### src/rtl/seq_mul_pkg.sv
// Shared definitions for the sequential shift-and-add multiplier.
package seq_mul_pkg;

  localparam int unsigned DEFAULT_WIDTH = 32;

  typedef enum logic [1:0] {
    IDLE = 2'd0,
    RUN  = 2'd1,
    FIN  = 2'd2
  } state_t;

endpackage

### src/rtl/seq_multiplier_if.sv
// Request/result bundle between a multiply requester and seq_multiplier.
interface seq_multiplier_if
  import seq_mul_pkg::*;
#(
  parameter int unsigned WIDTH = DEFAULT_WIDTH
);

  logic                 start;
  logic                 signed_mode;
  logic [WIDTH-1:0]     dataA;
  logic [WIDTH-1:0]     dataB;
  logic                 busy;
  logic                 done;
  logic [2*WIDTH-1:0]   dataOut;

  modport master (
    output start, signed_mode, dataA, dataB,
    input  busy, done, dataOut
  );

  modport slave (
    input  start, signed_mode, dataA, dataB,
    output busy, done, dataOut
  );

endinterface

### src/rtl/seq_multiplier.sv
// Radix-2 shift-and-add multiplier: one iteration per RUN cycle, fixed WIDTH+2 cycle
// turnaround; signed operands are handled as magnitudes with the sign applied at FIN.
module seq_multiplier
  import seq_mul_pkg::*;
#(
  parameter int unsigned WIDTH = DEFAULT_WIDTH
) (
  input logic              clk,
  input logic              reset,
  seq_multiplier_if.slave  bus
);

  localparam int unsigned CW = $clog2(WIDTH + 1);

  state_t               r_state;
  state_t               w_state_next;
  logic [2*WIDTH-1:0]   r_acc;
  logic [2*WIDTH-1:0]   r_mcand;
  logic [2*WIDTH-1:0]   r_dataOut;
  logic [WIDTH-1:0]     r_mplier;
  logic [CW-1:0]        r_count;
  logic                 r_neg;
  logic                 r_busy;
  logic                 r_done;
  logic [WIDTH-1:0]     w_absA;
  logic [WIDTH-1:0]     w_absB;
  logic                 w_last;

  // Negating the most negative value wraps back to 2^(WIDTH-1), which is the
  // correct magnitude when read as unsigned.
  assign w_absA = (bus.signed_mode && bus.dataA[WIDTH-1]) ? -bus.dataA : bus.dataA;
  assign w_absB = (bus.signed_mode && bus.dataB[WIDTH-1]) ? -bus.dataB : bus.dataB;
  assign w_last = (r_count == CW'(WIDTH - 1));

  always_comb begin
    w_state_next = r_state;
    case (r_state)
      IDLE:    if (bus.start) w_state_next = RUN;
      RUN:     if (w_last)    w_state_next = FIN;
      FIN:     w_state_next = IDLE;
      default: w_state_next = IDLE;
    endcase
  end

  always_ff @(posedge clk or posedge reset) begin
    if (reset) begin
      r_state   <= IDLE;
      r_acc     <= '0;
      r_mcand   <= '0;
      r_mplier  <= '0;
      r_count   <= '0;
      r_neg     <= 1'b0;
      r_busy    <= 1'b0;
      r_done    <= 1'b0;
      r_dataOut <= '0;
    end else begin
      r_state <= w_state_next;
      r_busy  <= (w_state_next != IDLE);
      r_done  <= (r_state == FIN);
      case (r_state)
        IDLE: begin
          if (bus.start) begin
            r_mcand  <= {{WIDTH{1'b0}}, w_absA};
            r_mplier <= w_absB;
            r_neg    <= bus.signed_mode & (bus.dataA[WIDTH-1] ^ bus.dataB[WIDTH-1]);
            r_acc    <= '0;
            r_count  <= '0;
          end
        end
        RUN: begin
          if (r_mplier[0]) r_acc <= r_acc + r_mcand;
          r_mplier <= r_mplier >> 1;
          r_mcand  <= r_mcand << 1;
          r_count  <= r_count + CW'(1);
        end
        FIN: begin
          r_dataOut <= r_neg ? -r_acc : r_acc;
        end
        default: ;
      endcase
    end
  end

  assign bus.busy    = r_busy;
  assign bus.done    = r_done;
  assign bus.dataOut = r_dataOut;

endmodule

### src/flat_wrapper.sv
// flat-port wrapper written by rule: the top's interface ports become plain ports
module seq_multiplier_flat import seq_mul_pkg::*;
#(
  parameter int unsigned WIDTH = DEFAULT_WIDTH
)
  (clk, reset, bus_start, bus_signed_mode, bus_dataA, bus_dataB, bus_busy, bus_done, bus_dataOut);
  seq_multiplier_if #(.WIDTH(WIDTH)) bus_i ();
  input logic clk;
  input logic reset;
  input wire logic [$bits(bus_i.start)-1:0] bus_start;
  input wire logic [$bits(bus_i.signed_mode)-1:0] bus_signed_mode;
  input wire logic [$bits(bus_i.dataA)-1:0] bus_dataA;
  input wire logic [$bits(bus_i.dataB)-1:0] bus_dataB;
  output wire logic [$bits(bus_i.busy)-1:0] bus_busy;
  output wire logic [$bits(bus_i.done)-1:0] bus_done;
  output wire logic [$bits(bus_i.dataOut)-1:0] bus_dataOut;
  assign bus_i.start = bus_start;
  assign bus_i.signed_mode = bus_signed_mode;
  assign bus_i.dataA = bus_dataA;
  assign bus_i.dataB = bus_dataB;
  assign bus_busy = bus_i.busy;
  assign bus_done = bus_i.done;
  assign bus_dataOut = bus_i.dataOut;
  seq_multiplier #(.WIDTH(WIDTH)) u_core (.clk(clk), .reset(reset), .bus(bus_i));
endmodule
### config.mk
export PLATFORM = sky130hd
export DESIGN_NAME = seq_multiplier_flat
export DESIGN_NICKNAME = d
export VERILOG_FILES = /design/src/rtl/seq_mul_pkg.sv /design/src/rtl/seq_multiplier_if.sv /design/src/rtl/seq_multiplier.sv /design/src/flat_wrapper.sv
export SDC_FILE = /design/constraint.sdc
export NUM_CORES = 1
export LEC_CHECK = 0
export CORE_MARGIN = 4
export CORE_UTILIZATION = 26
export CTS_CLUSTER_DIAMETER = 40
export DETAILED_ROUTE_END_ITERATION = 10
export DONT_BUFFER_PORTS = 1
export PLACE_DENSITY_LB_ADDON = 0.12
export SLEW_MARGIN = 20
export SYNTH_ARGS = -nofsm -noshare
export SYNTH_HDL_FRONTEND = slang
export SYNTH_SLANG_ARGS = --single-unit
### constraint.sdc
create_clock -name clk -period 10.3 [get_ports clk]
set_input_delay 3.09 -clock clk [delete_from_list [all_inputs] [get_ports clk]]
set_output_delay 3.09 -clock clk [all_outputs]
set_load 0.005 [all_outputs]
After elaboration in Yosys (flattened, before gate mapping) --
Cells that the tools add are included.
Operators by class: add/subtract/negate cells 5, equality and inequality tests 5, muxes and demuxes 15, bitwise gates (word level) 2, reduce and logical (&&, ||, !) cells 8
Operators by type and width (number):
- 64-bit two-way mux | 4
- 64-bit case mux with 2 select lines | 2
- 32-bit two-way mux | 3
- 64-bit adder | 1
- 32-bit negator | 2
- 64-bit negator | 1
- 32-bit case mux with 2 select lines | 1
- 6-bit case mux with 2 select lines | 1
- 6-bit by 1-bit adder with 6-bit output (second input constant) | 1
- 6-bit by 5-bit == test with 1-bit output (second input constant) | 1
- 6-bit two-way mux | 1
- 2-bit two-way mux | 2
- 2-bit case mux with 2 select lines | 1
- 2-bit AND reduction | 2
- 2-bit nonzero test | 2
- 3-bit AND reduction | 1
- 2-bit by 1-bit == test with 1-bit output (second input constant) | 1
- 2-bit == test (second input constant) | 1
- 1-bit logical AND | 2
- 2-bit zero test | 1
- 2-bit by 1-bit != test with 1-bit output (second input constant) | 1
- 2-bit != test (second input constant) | 1
- 1-bit bitwise AND | 1
- 1-bit bitwise XOR | 1
Word-level totals: bits in registers 235, output and inout port bits 66, word-level logic and storage cells 44

Logic depth before layout (Yosys ltp) --
Gate-level depths: netlist (run 1).
word-level depth 4, gate-level depth with buffers 13, mapped depth without buffers 13

Worst setup path after synthesis (run 1) --
OpenSTA, ideal clock, no wires.
path type input-to-reg, start point input port bus_dataB[4], end point register u_core.r_mplier[29], setup time 0.136 ns, data arrival time 5.193 ns, slack 4.971 ns, stages on the path 9, path buffers 0, cells stage by stage nor4_1 nor4b_1 nand3_1 o21ai_0 o21ai_0 o21bai_1 a21oi_1 xor2_1 o21ai_0
Between the ends: cells in the longest elaborated chain, start to end 4
RTL lines:
- from (decl) | RTL line flat_wrapper.sv:13 | input wire logic [$bits(bus_i.dataB)-1:0] bus_dataB;
- 32-bit negator | RTL line seq_multiplier.sv:32 | assign w_absB = (bus.signed_mode && bus.dataB[WIDTH-1]) ? -bus.dataB : bus.dataB;
- 32-bit two-way mux | RTL line seq_multiplier.sv:32
- 32-bit two-way mux | RTL line seq_multiplier.sv:62 | if (bus.start) begin
- 32-bit case mux with 2 select lines | RTL line seq_multiplier.sv:60 | case (r_state)
- to (signal assigned) | RTL line seq_multiplier.sv:64 | r_mplier <= w_absB;
- to (signal assigned) | RTL line seq_multiplier.sv:72 | r_mplier <= r_mplier >> 1;
- to (decl) | RTL line seq_multiplier.sv:20 | logic [WIDTH-1:0] r_mplier;
No other way between the ends. The select of a mux whose other input is x is not followed. A chain may end at the register's enable or synchronous reset.

Worst setup path in the final report (run 1) --
Ends and elaborated chain as after synthesis.

==> flow_metrics.py, run 1 <==
metrics = {
    "global_route": {
        "grt_overflow": 0,
        "grt.total_usage": 0.151,
        "antenna_found_initial": 0,
        "grt_pass1_vias": 13000,
        "grt_max_degree": 131,
        "grt_first_pass_wirelength_um": 76600,
    },
    "die": {
        "io_pins": 134,
        "start_util": 0.263,
        "die_h_um": 249,
        "die_x_um": 249,
        "num_rows": 88,
        "fp.dieArea_um2": 62100,
        "core_um2": 57600,
    },
    "cts": {
        "post_cts_buffers": 0,
        "path_clk_slew_ns": 0.04,
        "clock_path_buffers": 3,
        "cts-root-buf": "clkbuf_16",
        "cts_sinks": 235,
        "numCtsBuffers": 61,
        "cts-resized-gates": 0,
        "cts_tree": "done",
        "cts_hold_buffers": 0,
        "htree_levels": 2,
        "clock_latency_ns": 0.62,
    },
    "cells_and_area": {
        "layout.nets": 1854,
        "area_growth_pct": 19.8,
        "fillerInstances": 6069,
        "drive_above_1_share": 0.0933,
        "fin_cells": 2534,
        "diodes": 0,
    },
    "worst_setup_path": {
        "cp_max_fo": 4,
        "r2r_start": "u_core.r_mcand[0]",
        "r2r_cells": 14,
        "arrival_ns": 5.78,
        "rr_endpoint": "u_core.r_acc[60]",
        "worstPathRequired_ns": 10.77,
        "worst-setup-path-type": "in -> reg",
        "endpoint_kind": "flop",
        "cp-start-kind": "primary input",
        "r2r_setup_slack_ns": 5.98,
    },
    "synthesis": {
        "yosysUniqueCellTypes": 76,
        "synthesis.area_um2": 15100,
        "avgSynthCellArea_um2": 8.70,
        "synth_edf_count": 0,
        "ys_ff_latch": 235,
        "syn_nets": 1873,
        "synth_ff_type": "dfrtp_1",
        "yosysWarningCount": 0,
        "yosysSeqAreaShare": 0.389,
        "ys_async_sr_fraction": 1.00,
        "synthCells": 1737,
    },
    "pwr": {
        "peakVddDrop_mv": 0.112,
        "power.density_nw_per_um2": 315,
        "power_leakage_uw": 0.00762,
    },
    "routing": {
        "drt-wirelength-per-cell_um": 18.9,
        "postRouteAntennaNets": 0,
        "first_pass_iters": 5,
        "via_count": 13000,
        "drc_errors": 0,
        "drt_wl_total_um": 48000,
        "via_per_inst": 5.12,
        "drtIter0Drc": 702,
    },
    "outcome": {
        "outcome": "finished clean",
    },
    "flow_run": {
        "max_cap_violations": 0,
    },
    "hold_path": {
        "min-delay-start": "u_core.r_count[5]",
        "hold_path_depth": 1,
        "hold_end": "u_core.r_count[5]",
        "min-delay-path-class": "reg -> reg",
    },
    "placed_design": {
        "dp_hpwl_um": 34300,
        "io_buffers": 0,
        "gp_congestion": 0.853,
        "placedCellCount": 2419,
    },
    "sta": {
        "setup_violations": 0,
        "rsz0062_at_grt": "false",
        "finalCritPeriodShare": 0.515,
        "max_freq_mhz": 188,
        "setup_tns_ns": 0,
        "worst_slew_pin_slew_ns": 1.07,
        "relSlewSlack": 0.288,
        "slew_violations": 0,
        "skew_ns": 0.0517,
        "min_period_ns": 5.31,
        "hold_violations": 0,
    },
}
[synth_stat cells, types with 4 or more instances]
library cell	instances	area (um^2)
o21a_1	6	45.0
nand3_1	24	120
mux2i_1	4	40.0
a21o_1	25	188
or4_4	4	45.0
o22ai_1	16	100
o21bai_1	15	113
a22oi_1	55	413
a31oi_1	9	56.3
o31ai_1	36	270
nand2b_1	7	43.8
nor4_1	15	93.8
a221oi_1	4	35.0
nand4_1	21	131
and3_1	11	68.8
a21oi_1	109	546
or4_1	6	45.0
nor3_1	28	140
xor2_1	97	850
o21ai_0	252	1260
o41ai_1	18	158
dfrtp_1	235	5880
or2_2	8	50.1
clkbuf_1	89	334
o2111ai_1	5	43.8
a2111oi_0	4	35.0
ha_1	67	838
a211oi_1	5	37.5
nand2_1	235	882
inv_1	37	139
or3_1	9	56.3
and2_1	7	43.8
nand3b_1	4	30.0
nor2b_1	9	56.3
a22o_1	36	315
xnor2_1	75	657
o211ai_1	8	60.1
buf_1	4	15.0
nor2_1	80	300
[final cells by class]
type / instances / area [um^2] / area share
flip-flops and latches: 235 / 5880 / 0.325
well taps: 765 / 957 / 0.0528
multi-input cells: 1369 / 8790 / 0.485
clock buffers: 76 / 1680 / 0.0929
clock inverters: 38 / 531 / 0.0293
inverters: 39 / 154 / 0.00849
repair buffers: 12 / 123 / 0.00677
[metal layers]
metal | part of all wire | vias to the layer above | track usage | routed length (um)
li1 | - | 6350 | - | -
met5 | 0 | - | 0 | 0
met3 | 0.049 | 87 | 0.0294 | 2340
met4 | 0.025 | 0 | 0.0470 | 1220
met2 | 0.44 | 282 | 0.228 | 20900
met1 | 0.49 | 6252 | 0.218 | 23500
[state kept, by name, summed over array words and instances (netlist names)]
| signal | cells |
|---|---|
| u_core.bus.busy | 1 |
| u_core.r_state | 2 |
| u_core.bus.done | 1 |
| u_core.r_mcand | 64 |
| u_core.r_neg | 1 |
| u_core.bus.dataOut | 64 |
| u_core.r_mplier | 32 |
| u_core.r_count | 6 |
| u_core.r_acc | 64 |
[cells in the final DEF (no fill, tap or decap), types with 36 or more instances in the layout]
cell type  count
inv_1         36
nor2_1        79
dfrtp_1      234
nand2_1      233
a22o_1        36
a21oi_1      109
clkbuf_16     61
o21ai_0      251
xnor2_1       75
ha_1          67
xor2_1        97
a22oi_1       55
o31ai_1       36
[worst max-delay path: stages]
cell and delay (ns):
nor4_1 0.52, nor4b_1 0.63, nand3_1 0.25, o21ai_0 0.41, o21ai_0 0.24, o21bai_1 0.25
a21oi_1 0.18, xor2_1 0.14, o21ai_0 0.08
[metrics by stage]
stage / instance area [um^2] / power [uW] / util / hold slack (ns) / setup slack, ns
2_1_floorplan: 15100 / 3050 / - / 0.440 / 0.764
3_3_place_gp: 15900 / 3700 / 0.276 / 0.468 / 4.47
3_5_place_dp: 15900 / 3710 / 0.276 / 0.469 / 4.40
4_1_cts: 18100 / 5780 / 0.314 / 0.480 / 5.06
5_1_grt: 18100 / 6120 / 0.315 / 0.508 / 4.75
6_report: 18100 / 5700 / 0.315 / 0.485 / 4.99
[how the worst max path moves through the flow]
stage | start | end | slack [ns] | cells after the start
after floorplan | reset | u_core.bus.busy | 0.76 | 1
after global placement | bus_dataB[4] | u_core.r_mplier[29] | 4.47 | 9
after detailed placement | bus_dataB[4] | u_core.r_mplier[29] | 4.40 | 9
after CTS | bus_dataB[4] | u_core.r_mplier[29] | 5.06 | 9
after global routing | bus_dataB[4] | u_core.r_mplier[29] | 4.75 | 9
final | bus_dataB[4] | u_core.r_mplier[29] | 4.99 | 9
[power by group]
group | switching (uW) | internal (uW) | total [uW]
logic | 1300 | 829 | 2130
clock network | 636 | 1380 | 2020
registers | 364 | 1190 | 1550
[kinds of logic (layout without fill, tap and decap cells)]
kind of cell | count (synthesis) | count (layout) | synth area share
mux | 4 | 4 | 0.00265
buf+inv | 133 | 165 | 0.0331
compound gates | 632 | 632 | 0.262
simple gates | 493 | 493 | 0.157
xor+xnor | 172 | 172 | 0.0997
fa+ha+maj | 68 | 68 | 0.0568
flops | 235 | 235 | 0.389
Power figures use the tool's default switching activity.
==> run 2: changes to the inputs <==
--- a/config.mk
+++ b/config.mk
@@ -5,6 +5,7 @@
 export SDC_FILE = /design/constraint.sdc
 export NUM_CORES = 1
 export LEC_CHECK = 0
+export ABC_AREA = 1
 export CORE_MARGIN = 4
 export CORE_UTILIZATION = 26
 export CTS_CLUSTER_DIAMETER = 40
==> constraint.sdc (replaced) <==
create_clock -name clk -period 4.7 [get_ports clk]
set_input_delay 1.41 -clock clk [delete_from_list [all_inputs] [get_ports clk]]
set_output_delay 1.41 -clock clk [all_outputs]
set_load 0.005 [all_outputs]
==> flow_metrics.py, run 2 <==
metrics = {
    "cells_and_area": {
        "drive_above_1_share": 0.0491,
        "multi_input_area_um2": 10500,
        "postLayoutCellArea_um2": 21400,
        "area_growth_pct": 15.8,
        "mostFrequentLayoutCell": "nand2_1",
        "layout_common_cells": "nand2_1 (1072), inv_1 (490), nor2_1 (303)",
        "fillerInstances": 7855,
        "layout.nets": 3127,
        "seq_area_um2": 5880,
    },
    "flow_run": {
        "max_cap_violations": 0,
    },
    "synthesis": {
        "yosysWarningCount": 0,
        "synth.most_common_cell": "nand2_1",
        "yosysSeqAreaShare": 0.318,
        "ys_ff_latch": 235,
        "synthTopCellsByCount": "nand2_1 (1072), inv_1 (492), nor2_1 (304)",
        "synth_area_leaders": "dfrtp_1 (32%), nand2_1 (22%), inv_1 (10%), nor2_1 (6.2%), nand3_1 (5.4%)",
        "synth_ff_type": "dfrtp_1",
        "avgSynthCellArea_um2": 6.19,
        "ys_async_sr_fraction": 1.00,
        "synth_edf_count": 0,
        "yosysTopAreaCellShare": 0.318,
        "yosysUniqueCellTypes": 47,
        "synthCells": 2992,
        "synthesis.area_um2": 18500,
        "synth.largest_area_cell": "dfrtp_1",
        "syn_nets": 3128,
    },
    "sta": {
        "setup_violations": 0,
        "finalCritPeriodShare": 0.675,
        "hold_violations": 0,
        "setup_slack_ns": 1.53,
        "relSlewSlack": 0.289,
        "slew_violations": 0,
        "worst_slew_pin_slew_ns": 1.06,
        "rsz0062_at_grt": "false",
        "setup_tns_ns": 0,
        "min_period_ns": 3.17,
        "max_freq_mhz": 315,
        "skew_ns": 0.0207,
    },
    "global_route": {
        "grt_pass1_vias": 18800,
        "grt_overflow": 0,
        "grt_max_degree": 89,
        "antenna_found_initial": 0,
        "grt.total_usage": 0.191,
        "grt_first_pass_wirelength_um": 111000,
    },
    "routing": {
        "drtIter0Drc": 1291,
        "drt_wl_total_um": 72500,
        "via_count": 18600,
        "via_per_inst": 4.68,
        "drc_errors": 0,
        "first_pass_iters": 5,
        "drt-wirelength-per-cell_um": 18.2,
        "postRouteAntennaNets": 0,
    },
    "pwr": {
        "power_leakage_uw": 0.0112,
        "p_sw_uw": 7210,
        "p_sw_frac": 0.486,
        "peakVddDrop_mv": 0.294,
        "p_seq_frac": 0.261,
        "power.density_nw_per_um2": 692,
        "power_frac_comb": 0.477,
        "p_int_uw": 7620,
        "power.share.clock": 0.262,
    },
    "worst_setup_path": {
        "worst-setup-path-type": "in -> reg",
        "arrival_ns": 3.64,
        "worstPathRequired_ns": 5.17,
        "endpoint_kind": "flop",
        "cp_max_fo": 41,
        "cp-start-kind": "primary input",
    },
    "cts": {
        "cts-root-buf": "clkbuf_16",
        "clock_latency_ns": 0.59,
        "post_cts_buffers": 0,
        "cts_hold_buffers": 0,
        "htree_levels": 2,
        "cts-resized-gates": 0,
        "cts_sinks": 235,
        "clock_path_buffers": 3,
        "numCtsBuffers": 54,
        "cts_tree": "done",
        "path_clk_slew_ns": 0.05,
    },
    "placed_design": {
        "pre_cts_slack_ns": 0.886,
        "gp_congestion": 0.936,
        "io_buffers": 0,
        "dpl_cell_area_um2": 19500,
        "dp_hpwl_um": 58400,
    },
    "die": {
        "fp.dieArea_um2": 75500,
        "die_h_um": 275,
        "start_util": 0.263,
        "die_x_um": 275,
        "core_um2": 70300,
        "num_rows": 97,
        "io_pins": 134,
    },
    "outcome": {
        "outcome": "finished clean",
    },
    "hold_path": {
        "min-delay-path-class": "reg -> reg",
    },
}
-- run 2: cell count changes after synthesis, moves of 59 or more --
cell      previous run  this run
nand2_1            235      1072
inv_1               37       492
nor2_1              80       304
nand3_1             24       199
o21ai_0            252       153
xnor2_1             75         2
clkbuf_1            89        30
-- run 2: power groups by stage --
stage / clock (uW) / sequential, uW / combinational (uW)
after global placement: 0 / 3890 / 7050
after detailed placement: 0 / 3890 / 7090
after floorplan: 0 / 3320 / 5130
after global routing: 4090 / 3970 / 8070
after CTS: 4000 / 3860 / 7120
final: 3890 / 3870 / 7080
-- run 2: area by class of cell --
class                   instances  share of cell area
clock inverters                31              0.0177
diodes                          1            0.000117
multi-input cells            2189               0.488
repair buffers                 11             0.00561
inverters                     500              0.0879
well taps                     940              0.0549
flip-flops and latches        235               0.274
clock buffers                  68              0.0712
-- run 2: stage by stage --
| step | total power [uW] | hold WS [ns] | std cells | util |
|---|---|---|---|---|
| after global placement | 10900 | 0.485 | 3875 | 0.278 |
| after floorplan | 8450 | 0.450 | 2992 | - |
| after CTS | 15000 | 0.486 | 3974 | 0.305 |
| after global routing | 16100 | 0.518 | 3974 | 0.305 |
| after detailed placement | 11000 | 0.468 | 3875 | 0.278 |
| final | 14800 | 0.488 | 3975 | 0.305 |
-- run 2: routing by layer --
layer	global-route usage	vias to the layer above	wire length [um]
li1	-	9436	-
met1	0.260	8665	34400
met2	0.312	386	32300
met3	0.0233	112	3140
met4	0.0674	0	2630
met5	0	-	0
-- run 2: path summary, 6_finish.rpt --
check                      cells past startpoint                   to  slack (ns)           startpoint
setup reg to reg                               7      u_core.r_acc[7]        1.67    u_core.r_state[0]
min in group asynchronous                      1      u_core.r_acc[0]        0.68                reset
hold / removal                                 2  u_core.r_mplier[31]        0.49  u_core.r_mplier[31]
max in group asynchronous                      2   u_core.r_mcand[57]        3.16                reset
setup / recovery                               6      u_core.r_acc[7]        1.53            bus_start
hold reg to reg                                2  u_core.r_mplier[31]        0.49  u_core.r_mplier[31]
-- run 2: worst max-delay path, stage by stage --
cell     delay, ns
nand3_2       0.07
inv_2         0.43
nor2_4        0.07
a21oi_4       0.62
inv_2         0.61
a32o_1        0.39
-- run 2: cells by family (layout without fill, tap and decap cells) --
logic type,count (synthesis),count (layout),synth area share
AO/OA/AOI/OAI,368,368,0.115
XOR/XNOR,63,63,0.0298
adder cells (fa/ha/maj),68,68,0.0464
buffers and inverters,568,610,0.118
flip-flops,235,235,0.318
other,0,1,0
AND/OR/NAND/NOR,1690,1690,0.374
